**config.mk**
```make
export PLATFORM = sky130hd
export DESIGN_NAME = nor_cmd_sequencer
export DESIGN_NICKNAME = d
export VERILOG_FILES = /design/src/rtl/nor_cmd_sequencer.sv
export SDC_FILE = /design/constraint.sdc
export NUM_CORES = 1
export LEC_CHECK = 0
export CORE_AREA = 2 2 141 129
export DETAILED_ROUTE_END_ITERATION = 10
export DIE_AREA = 0 0 143 131
export SLEW_MARGIN = 20
export SYNTH_ARGS = -nofsm -noshare
export SYNTH_HDL_FRONTEND = slang
export SYNTH_SLANG_ARGS = --single-unit
```
**constraint.sdc**
```tcl
create_clock -name p_clk -period 6.16 [get_ports p_clk]
set_input_delay 1.232 -clock p_clk [delete_from_list [all_inputs] [get_ports p_clk]]
set_output_delay 1.232 -clock p_clk [all_outputs]
set_load 0.02 [all_outputs]
```
**src/rtl/nor_cmd_sequencer.sv**
```systemverilog
// NOR flash command-frame sequencer: turns one command descriptor into chip-select framed byte
// transfers for the SPI shifter, with optional WREN prefix and RDSR busy polling.
module nor_cmd_sequencer #(
  parameter int unsigned ADDR_BYTES = 3,
  parameter int unsigned POLL_LIMIT = 65535,
  parameter int unsigned CS_GAP     = 2
) (
  input  logic        p_clk,
  input  logic        p_reset_n,
  input  logic        cmd_valid,
  output logic        cmd_ready,
  input  logic [7:0]  cmd_op,
  input  logic [23:0] cmd_addr,
  input  logic        cmd_has_addr,
  input  logic [8:0]  cmd_len,
  input  logic        cmd_write,
  input  logic        cmd_wren,
  input  logic [7:0]  wdata,
  input  logic        wdata_valid,
  output logic        wdata_ready,
  output logic [7:0]  rdata,
  output logic        rdata_valid,
  output logic        busy,
  output logic        done,
  output logic        err,
  output logic [7:0]  sh_tx,
  output logic        sh_start,
  input  logic        sh_done,
  input  logic [7:0]  sh_rx,
  output logic        s_css
);

  localparam int unsigned PollW = $clog2(POLL_LIMIT + 1);
  localparam int unsigned GapW  = $clog2(CS_GAP + 1);

  typedef enum logic [3:0] {
    StIdle, StWrenOp, StGap1, StOp, StAddr, StData, StGap2, StPollOp, StPollRd, StGap3, StFin
  } state_e;

  state_e            state_q, state_d;
  logic              s_css_q, s_css_d;
  logic              sh_start_q, sh_start_d;
  logic [7:0]        sh_tx_q, sh_tx_d;
  logic              wdata_ready_q, wdata_ready_d;
  logic [7:0]        rdata_q, rdata_d;
  logic              rdata_valid_q, rdata_valid_d;
  logic              err_q, err_d;
  logic              wait_q, wait_d;
  logic              init_q;
  logic [GapW-1:0]   gap_cnt_q, gap_cnt_d;
  logic [7:0]        addr_cnt_q, addr_cnt_d;
  logic [8:0]        len_cnt_q, len_cnt_d;
  logic [PollW-1:0]  poll_cnt_q, poll_cnt_d;
  logic [PollW-1:0]  poll_nxt;
  logic [23:0]       addr_sh_q, addr_sh_d;
  logic [7:0]        op_q, op_d;
  logic              has_addr_q, has_addr_d;
  logic              write_q, write_d;
  logic              wren_q, wren_d;
  logic              frame_end;
  logic              gap_last;

  assign poll_nxt = poll_cnt_q + PollW'(1);
  assign gap_last = (gap_cnt_q == GapW'(CS_GAP - 1));

  always_comb begin
    state_d       = state_q;
    s_css_d       = s_css_q;
    sh_start_d    = 1'b0;
    sh_tx_d       = sh_tx_q;
    wdata_ready_d = 1'b0;
    rdata_d       = rdata_q;
    rdata_valid_d = 1'b0;
    err_d         = err_q;
    wait_d        = wait_q;
    gap_cnt_d     = gap_cnt_q;
    addr_cnt_d    = addr_cnt_q;
    len_cnt_d     = len_cnt_q;
    poll_cnt_d    = poll_cnt_q;
    addr_sh_d     = addr_sh_q;
    op_d          = op_q;
    has_addr_d    = has_addr_q;
    write_d       = write_q;
    wren_d        = wren_q;
    frame_end     = 1'b0;

    unique case (state_q)
      StIdle: begin
        if (cmd_valid && cmd_ready) begin
          op_d       = cmd_op;
          has_addr_d = cmd_has_addr;
          write_d    = cmd_write;
          wren_d     = cmd_wren;
          len_cnt_d  = cmd_len;
          // Left-align the used address bytes so the MSB byte always sits in [23:16].
          addr_sh_d  = cmd_addr << (8 * (3 - ADDR_BYTES));
          addr_cnt_d = '0;
          poll_cnt_d = '0;
          gap_cnt_d  = '0;
          err_d      = 1'b0;
          wait_d     = 1'b0;
          s_css_d    = 1'b0;
          state_d    = cmd_wren ? StWrenOp : StOp;
        end
      end
      StWrenOp: begin
        if (!wait_q) begin
          sh_start_d = 1'b1;
          sh_tx_d    = 8'h06;
          wait_d     = 1'b1;
        end else if (sh_done) begin
          wait_d    = 1'b0;
          s_css_d   = 1'b1;
          gap_cnt_d = '0;
          state_d   = StGap1;
        end
      end
      StGap1, StGap2, StGap3: begin
        if (gap_last) begin
          s_css_d = 1'b0;
          state_d = (state_q == StGap1) ? StOp : StPollOp;
        end else begin
          gap_cnt_d = gap_cnt_q + GapW'(1);
        end
      end
      StOp: begin
        if (!wait_q) begin
          sh_start_d = 1'b1;
          sh_tx_d    = op_q;
          wait_d     = 1'b1;
        end else if (sh_done) begin
          wait_d = 1'b0;
          if (has_addr_q)          state_d   = StAddr;
          else if (len_cnt_q != 0) state_d   = StData;
          else                     frame_end = 1'b1;
        end
      end
      StAddr: begin
        if (!wait_q) begin
          sh_start_d = 1'b1;
          sh_tx_d    = addr_sh_q[23:16];
          wait_d     = 1'b1;
        end else if (sh_done) begin
          wait_d     = 1'b0;
          addr_sh_d  = addr_sh_q << 8;
          addr_cnt_d = addr_cnt_q + 8'd1;
          if (addr_cnt_q == 8'(ADDR_BYTES - 1)) begin
            if (len_cnt_q != 0) state_d   = StData;
            else                frame_end = 1'b1;
          end
        end
      end
      StData: begin
        if (!wait_q) begin
          if (!write_q) begin
            sh_start_d = 1'b1;
            sh_tx_d    = 8'h00;
            wait_d     = 1'b1;
          end else if (wdata_valid) begin
            sh_start_d    = 1'b1;
            sh_tx_d       = wdata;
            wdata_ready_d = 1'b1;
            wait_d        = 1'b1;
          end
        end else if (sh_done) begin
          wait_d    = 1'b0;
          len_cnt_d = len_cnt_q - 9'd1;
          if (!write_q) begin
            rdata_d       = sh_rx;
            rdata_valid_d = 1'b1;
          end
          if (len_cnt_q == 9'd1) frame_end = 1'b1;
        end
      end
      StPollOp: begin
        if (!wait_q) begin
          sh_start_d = 1'b1;
          sh_tx_d    = 8'h05;
          wait_d     = 1'b1;
        end else if (sh_done) begin
          wait_d  = 1'b0;
          state_d = StPollRd;
        end
      end
      StPollRd: begin
        if (!wait_q) begin
          sh_start_d = 1'b1;
          sh_tx_d    = 8'h00;
          wait_d     = 1'b1;
        end else if (sh_done) begin
          wait_d     = 1'b0;
          s_css_d    = 1'b1;
          gap_cnt_d  = '0;
          poll_cnt_d = poll_nxt;
          if (!sh_rx[0]) begin
            err_d   = 1'b0;
            state_d = StFin;
          end else if (poll_nxt == PollW'(POLL_LIMIT)) begin
            err_d   = 1'b1;
            state_d = StFin;
          end else begin
            state_d = StGap3;
          end
        end
      end
      StFin:   state_d = StIdle;
      default: state_d = StIdle;
    endcase

    if (frame_end) begin
      s_css_d   = 1'b1;
      gap_cnt_d = '0;
      state_d   = wren_q ? StGap2 : StFin;
    end
  end

  always_ff @(posedge p_clk or negedge p_reset_n) begin
    if (!p_reset_n) begin
      state_q       <= StIdle;
      s_css_q       <= 1'b1;
      sh_start_q    <= 1'b0;
      sh_tx_q       <= 8'h00;
      wdata_ready_q <= 1'b0;
      rdata_q       <= 8'h00;
      rdata_valid_q <= 1'b0;
      err_q         <= 1'b0;
      wait_q        <= 1'b0;
      init_q        <= 1'b0;
      gap_cnt_q     <= '0;
      addr_cnt_q    <= '0;
      len_cnt_q     <= '0;
      poll_cnt_q    <= '0;
      addr_sh_q     <= '0;
      op_q          <= 8'h00;
      has_addr_q    <= 1'b0;
      write_q       <= 1'b0;
      wren_q        <= 1'b0;
    end else begin
      state_q       <= state_d;
      s_css_q       <= s_css_d;
      sh_start_q    <= sh_start_d;
      sh_tx_q       <= sh_tx_d;
      wdata_ready_q <= wdata_ready_d;
      rdata_q       <= rdata_d;
      rdata_valid_q <= rdata_valid_d;
      err_q         <= err_d;
      wait_q        <= wait_d;
      init_q        <= 1'b1;
      gap_cnt_q     <= gap_cnt_d;
      addr_cnt_q    <= addr_cnt_d;
      len_cnt_q     <= len_cnt_d;
      poll_cnt_q    <= poll_cnt_d;
      addr_sh_q     <= addr_sh_d;
      op_q          <= op_d;
      has_addr_q    <= has_addr_d;
      write_q       <= write_d;
      wren_q        <= wren_d;
    end
  end

  // cmd_ready stays low until the first clock after reset release.
  assign cmd_ready   = init_q && (state_q == StIdle);
  assign busy        = (state_q != StIdle);
  assign done        = (state_q == StFin);
  assign err         = err_q;
  assign s_css       = s_css_q;
  assign sh_start    = sh_start_q;
  assign sh_tx       = sh_tx_q;
  assign wdata_ready = wdata_ready_q;
  assign rdata       = rdata_q;
  assign rdata_valid = rdata_valid_q;

endmodule

```
## Word level (Yosys, flattened, before mapping)

Cells that the tools add are included.

| cells by class | value |
|---|---|
| $add $sub $neg | 4 |
| equality and inequality tests | 46 |
| muxes and demuxes | 91 |
| bitwise gates (word level) | 1 |
| reduce and logical (&&, ||, !) cells | 25 |

Operators by type and width:

| cell | count |
|---|---|
| 2-to-1 mux 8 bit | 11 |
| 2-to-1 mux 24 bit | 3 |
| 2-to-1 mux 4 bit | 17 |
| 2-to-1 mux 16 bit | 3 |
| inequality test 3 bit (second input constant) | 16 |
| case mux 24 bit (2 select lines) | 1 |
| case mux 8 bit (6 select lines) | 1 |
| 2-to-1 mux 1 bit | 33 |
| case mux 16 bit (2 select lines) | 1 |
| case mux 4 bit (8 select lines) | 1 |
| inequality test 2 bit (second input constant) | 14 |
| 2-to-1 mux 9 bit | 3 |
| case mux 9 bit (2 select lines) | 1 |
| adder 16 x 1 -> 16 bit (second input constant) | 1 |
| equality test 16 bit (second input constant) | 1 |
| equality test 4 x 3 -> 1 bit (second input constant) | 4 |
| 2-to-1 mux 2 bit | 8 |
| case mux 8 bit (2 select lines) | 1 |
| AND reduction 4 bit | 4 |
| AND reduction 5 bit | 3 |
| AND reduction 14 bit | 1 |
| equality test 4 bit (second input constant) | 3 |
| equality test 9 x 1 -> 1 bit (second input constant) | 1 |
| case mux 1 bit (3 select lines) | 3 |
| other kinds (24) | 32 |

| storage, ports and cells | value |
|---|---|
| register bits | 97 |
| input bits | 65 |

## Depth between registers and ports, before layout

| logic depth | value |
|---|---|
| depth after elaboration | 8 |
| gate-level depth with buffers | 9 |
| mapped depth without buffers | 8 |

## Worst setup path after synthesis

Ideal clock, no wire load.

| path | value |
|---|---|
| path kind | register to output |
| start point | reg state_q[0] |
| end point | out done |
| data arrival time | 1.621 ns |
| slack | 3.307 ns |
| cell stages (with the launch flop) | 5 |
| path buffers | 3 |
| cell sequence | dfrtp_1 -> buf_6 -> buf_2 -> buf_1 -> nor4b_1 |

| on the way | value |
|---|---|
| longest elaborated chain between the ends | 1 |

RTL lines:

| item | RTL line | source |
|---|---|---|
| start: declaration | 40 | `state_e state_q, state_d;` |
| start signal: assignment | 219 | `state_q <= StIdle;` |
| start signal: assignment | 239 | `state_q <= state_d;` |
| equality test 4 bit | 264 | `assign done = (state_q == StFin);` |
| end: declaration | 24 | `output logic done,` |

No other way between the ends.

## Worst setup path after layout

| path | value |
|---|---|
| start point | reg state_q[0] |
| end point | out cmd_ready |

| on the way | value |
|---|---|
| longest elaborated chain between the ends | 2 |

RTL lines:

| item | RTL line | source |
|---|---|---|
| logical NOT 4 bit | 262 | `assign cmd_ready = init_q && (state_q == StIdle);` |
| logical AND 1 bit | 262 |  |
| end: declaration | 11 | `output logic cmd_ready,` |

No other way between the ends.

==> flow_metrics.py <==
metrics = {
    "sta": {
        "slew_viol_final": 0,
        "rsz0062_at_grt": "no",
        "period_share_pct": 58.84,
        "setup_viol": 0,
        "period_needed_ps": 3625,
        "fmax_ghz": 0.2759,
        "skew_ps": 9.063,
        "setup_tns_ps": 0,
        "hold_viol": 0,
        "maxSlewHeadroom_pct": 35.90,
        "worst_slew_pin_slew_ps": 959.4,
        "whs_ps": 469.7,
    },
    "clocking": {
        "cts_setup_buffers": 0,
        "clock_sinks": 97,
        "clk_pin_slew_ps": 70,
        "insertion_delay_ps": 350,
        "cts-root-buf": "clkbuf_16",
        "htreeDepth": 3,
        "cts-buffers-inserted": 9,
        "cts.path.max_buffers": 2,
        "cts_tree": "done",
        "hold_buffers": 0,
        "cts_resized": 0,
    },
    "synth": {
        "ys_ff_latch": 97,
        "synth-edff-count": 0,
        "synth_nets": 643,
        "syn_inst": 570,
        "synthTopCellsByArea": "dfrtp_1 (47%), nand2_1 (8.3%), o21ai_0 (5.1%)",
        "avgSynthCellArea_um2": 8.912,
        "synth_area_mm2": 0.005080,
        "yosys_warnings": 0,
        "synth_cell_types": 65,
        "ys.flop_type": "dfrtp_1",
        "synth_area_leader_cell": "dfrtp_1",
        "post-synth-top-area-fraction_pct": 47.29,
        "async_reset_ff_share_pct": 100.0,
        "seq_area_frac_synth_pct": 47.81,
    },
    "die": {
        "die_w_um": 143,
        "initial_core_util_pct": 29.32,
        "die_h_um": 131,
        "core_area_mm2": 0.01732,
        "pin_count": 89,
        "rows": 46,
        "die_area_mm2": 0.01873,
    },
    "placed_design": {
        "place.gp.congestion": 0.8351,
        "hpwl_mm": 9.907,
        "port_buffers": 88,
    },
    "detailed_routing": {
        "ant_nets": 0,
        "drt_iter0_drc": 333,
        "via_per_inst": 5.032,
        "drc": 0,
        "finalWirelength_mm": 13.94,
        "via_count": 4463,
        "drt_pass1_iterations": 7,
        "wl_per_cell_um": 15.72,
    },
    "power": {
        "p_clk_share_pct": 22.1,
        "p_seq_share_pct": 41.7,
        "irDropWorstVdd_mv": 0.1529,
        "internal_power_mw": 1.585,
        "netSwitchingFraction_pct": 38.70,
        "power.density_mw_per_mm2": 400.3,
        "power_leakage_nw": 2.664,
        "combPwrFrac_pct": 36.2,
        "p_sw_mw": 1.001,
    },
    "final_layout": {
        "drive_gt1_share_pct": 6.801,
        "fin_nets": 716,
        "antenna_cells": 0,
        "syn2layout_area_growth_pct": 27.12,
        "num-fill-cells": 1755,
    },
    "flow_run": {
        "cap_violations": 0,
    },
    "grt": {
        "grt.overflow.total": 0,
        "grt_pass1_vias": 4410,
        "antenna_found_initial": 0,
        "grt_max_degree": 55,
        "grt_pass1_wl_mm": 22.82,
        "grt_use_total_pct": 15.63,
    },
    "critical_path": {
        "start_kind": "flip-flop",
        "startpoint": "state_q[0]",
        "cp_max_fo": 28,
        "required_ps": 4930,
        "endpoint_kind": "primary output",
        "r2r_start": "state_q[0]",
        "arrival_ps": 2390,
        "critical_path_class": "flip-flop to primary output",
    },
    "worst_hold_path": {
        "min-delay-start": "gap_cnt_q[0]",
        "hold_class": "flip-flop to flip-flop",
    },
    "outcome": {
        "status": "completed",
    },
}
==> cell usage after synthesis, types with 2 or more instances <==
master,count
o2111ai_1,2
o31ai_1,5
nor4_1,3
nand2b_1,5
a211o_1,2
buf_1,4
clkbuf_1,11
nor2_1,59
nor2b_1,3
or3b_2,2
and2_1,4
nand2_1,112
o311ai_1,2
or4_1,2
a22oi_1,3
buf_2,14
ha_1,8
dfrtp_1,96
xor2_1,6
o22a_1,2
o211ai_1,3
inv_1,14
a31oi_1,22
a211oi_1,3
o21ai_0,52
nor3_1,8
and4_1,2
nor4b_1,6
nand3b_1,3
nand4_1,7
a222oi_1,6
nor3b_1,4
mux2_2,8
and3_1,5
a22o_1,9
a21oi_1,29
xnor2_1,6
nand3_1,11
==> cells by family (layout without fill, tap and decap cells) <==
kind of cell / Yosys count / after routing / synth area share (%)
mux: 8 / 8 / 1.773
flops: 97 / 97 / 47.81
buf+inv: 44 / 121 / 3.744
compound gates: 154 / 154 / 19.58
simple gates: 246 / 246 / 22.98
other cells: 1 / 1 / 0.07382
fa+ha+maj: 8 / 8 / 1.971
xor+xnor: 12 / 12 / 2.069
==> power by group through the flow <==
stage               registers (mW)  logic [mW]  clock network [mW]
floorplan                     1.04       0.667                   0
global placement              1.08       0.916                   0
detailed placement            1.09       0.939                   0
CTS                           1.08       0.944               0.587
global route                  1.11        1.05               0.605
finish                        1.08       0.936               0.572
==> worst max-delay path, cell delays in order, from the launching register on <==
cell and delay (ps):
dfrtp_1 690, nor4_2 470, and2_1 240, clkdlybuf4s50_1 630
==> registers in the layout, indices dropped and copies added, names as in the netlist, 2 cells and up <==
name,cells
gap_cnt_q,2
rdata,8
len_cnt_q,9
state_q,4
poll_cnt_q,16
op_q,8
addr_cnt_q,8
sh_tx,8
addr_sh_q,24
==> routing by layer <==
| metal | vias up | global-route usage, % | routed length [µm] |
|---|---|---|---|
| li1 | 2184 | - | - |
| met1 | 2145 | 22.00 | 6663 |
| met2 | 108 | 23.44 | 6244 |
| met3 | 26 | 2.587 | 603 |
| met4 | 0 | 7.513 | 428 |
| met5 | - | 0 | 0 |
==> worst paths after layout <==
path                            slack, ps  cells after the start             to
worst max-delay path                 2540                      3      cmd_ready
worst min-delay path                  470                      1   gap_cnt_q[0]
worst max register to register       2880                      6  addr_cnt_q[5]
worst min register to register        470                      1   gap_cnt_q[0]
max in group asynchronous            4190                      2       rdata[2]
min in group asynchronous             870                      1   addr_sh_q[3]
==> final cells by class <==
class	instances	area (µm²)	share of cell area (%)
clock inverters	5	63.81	0.9882
flip-flops and latches	97	2429	37.61
inverters	14	52.55	0.8138
well taps	240	300.3	4.650
clock buffers	10	229.0	3.546
repair buffers	92	908.4	14.07
multi-input cells	429	2475	38.33
==> through the flow <==
stage | power, mW | instance area [µm²] | setup WS [ps] | std cells | utilization, %
final | 2.585 | 6457 | 2535 | 887 | 37.27
after global placement | 1.996 | 6160 | 2574 | 872 | 35.56
after global routing | 2.772 | 6457 | 2461 | 887 | 37.27
after CTS | 2.606 | 6457 | 2547 | 887 | 37.27
after detailed placement | 2.025 | 6165 | 2530 | 872 | 35.58
after floorplan | 1.709 | 5080 | 3307 | 570 | -
==> placed cells by master (no fill, tap or decap), types with 3 or more instances in the layout <==
cell and count:
a211oi_1 3, a21oi_1 29, a222oi_1 6, a22o_1 9, a22oi_1 3, a31oi_1 22
and2_1 4, and3_1 5, buf_4 5, clkbuf_16 9, clkdlybuf4s50_1 87, dfrtp_1 96
ha_1 8, inv_1 14, mux2_2 8, nand2_1 112, nand2b_1 5, nand3_1 11
nand3b_1 3, nand4_1 7, nor2_1 58, nor2b_1 3, nor3_1 7, nor3b_1 4
nor4_1 3, nor4b_1 5, o211ai_1 3, o21ai_0 52, o31ai_1 5, xnor2_1 6
xor2_1 6
Note: power is estimated with default switching activity, not from simulation.
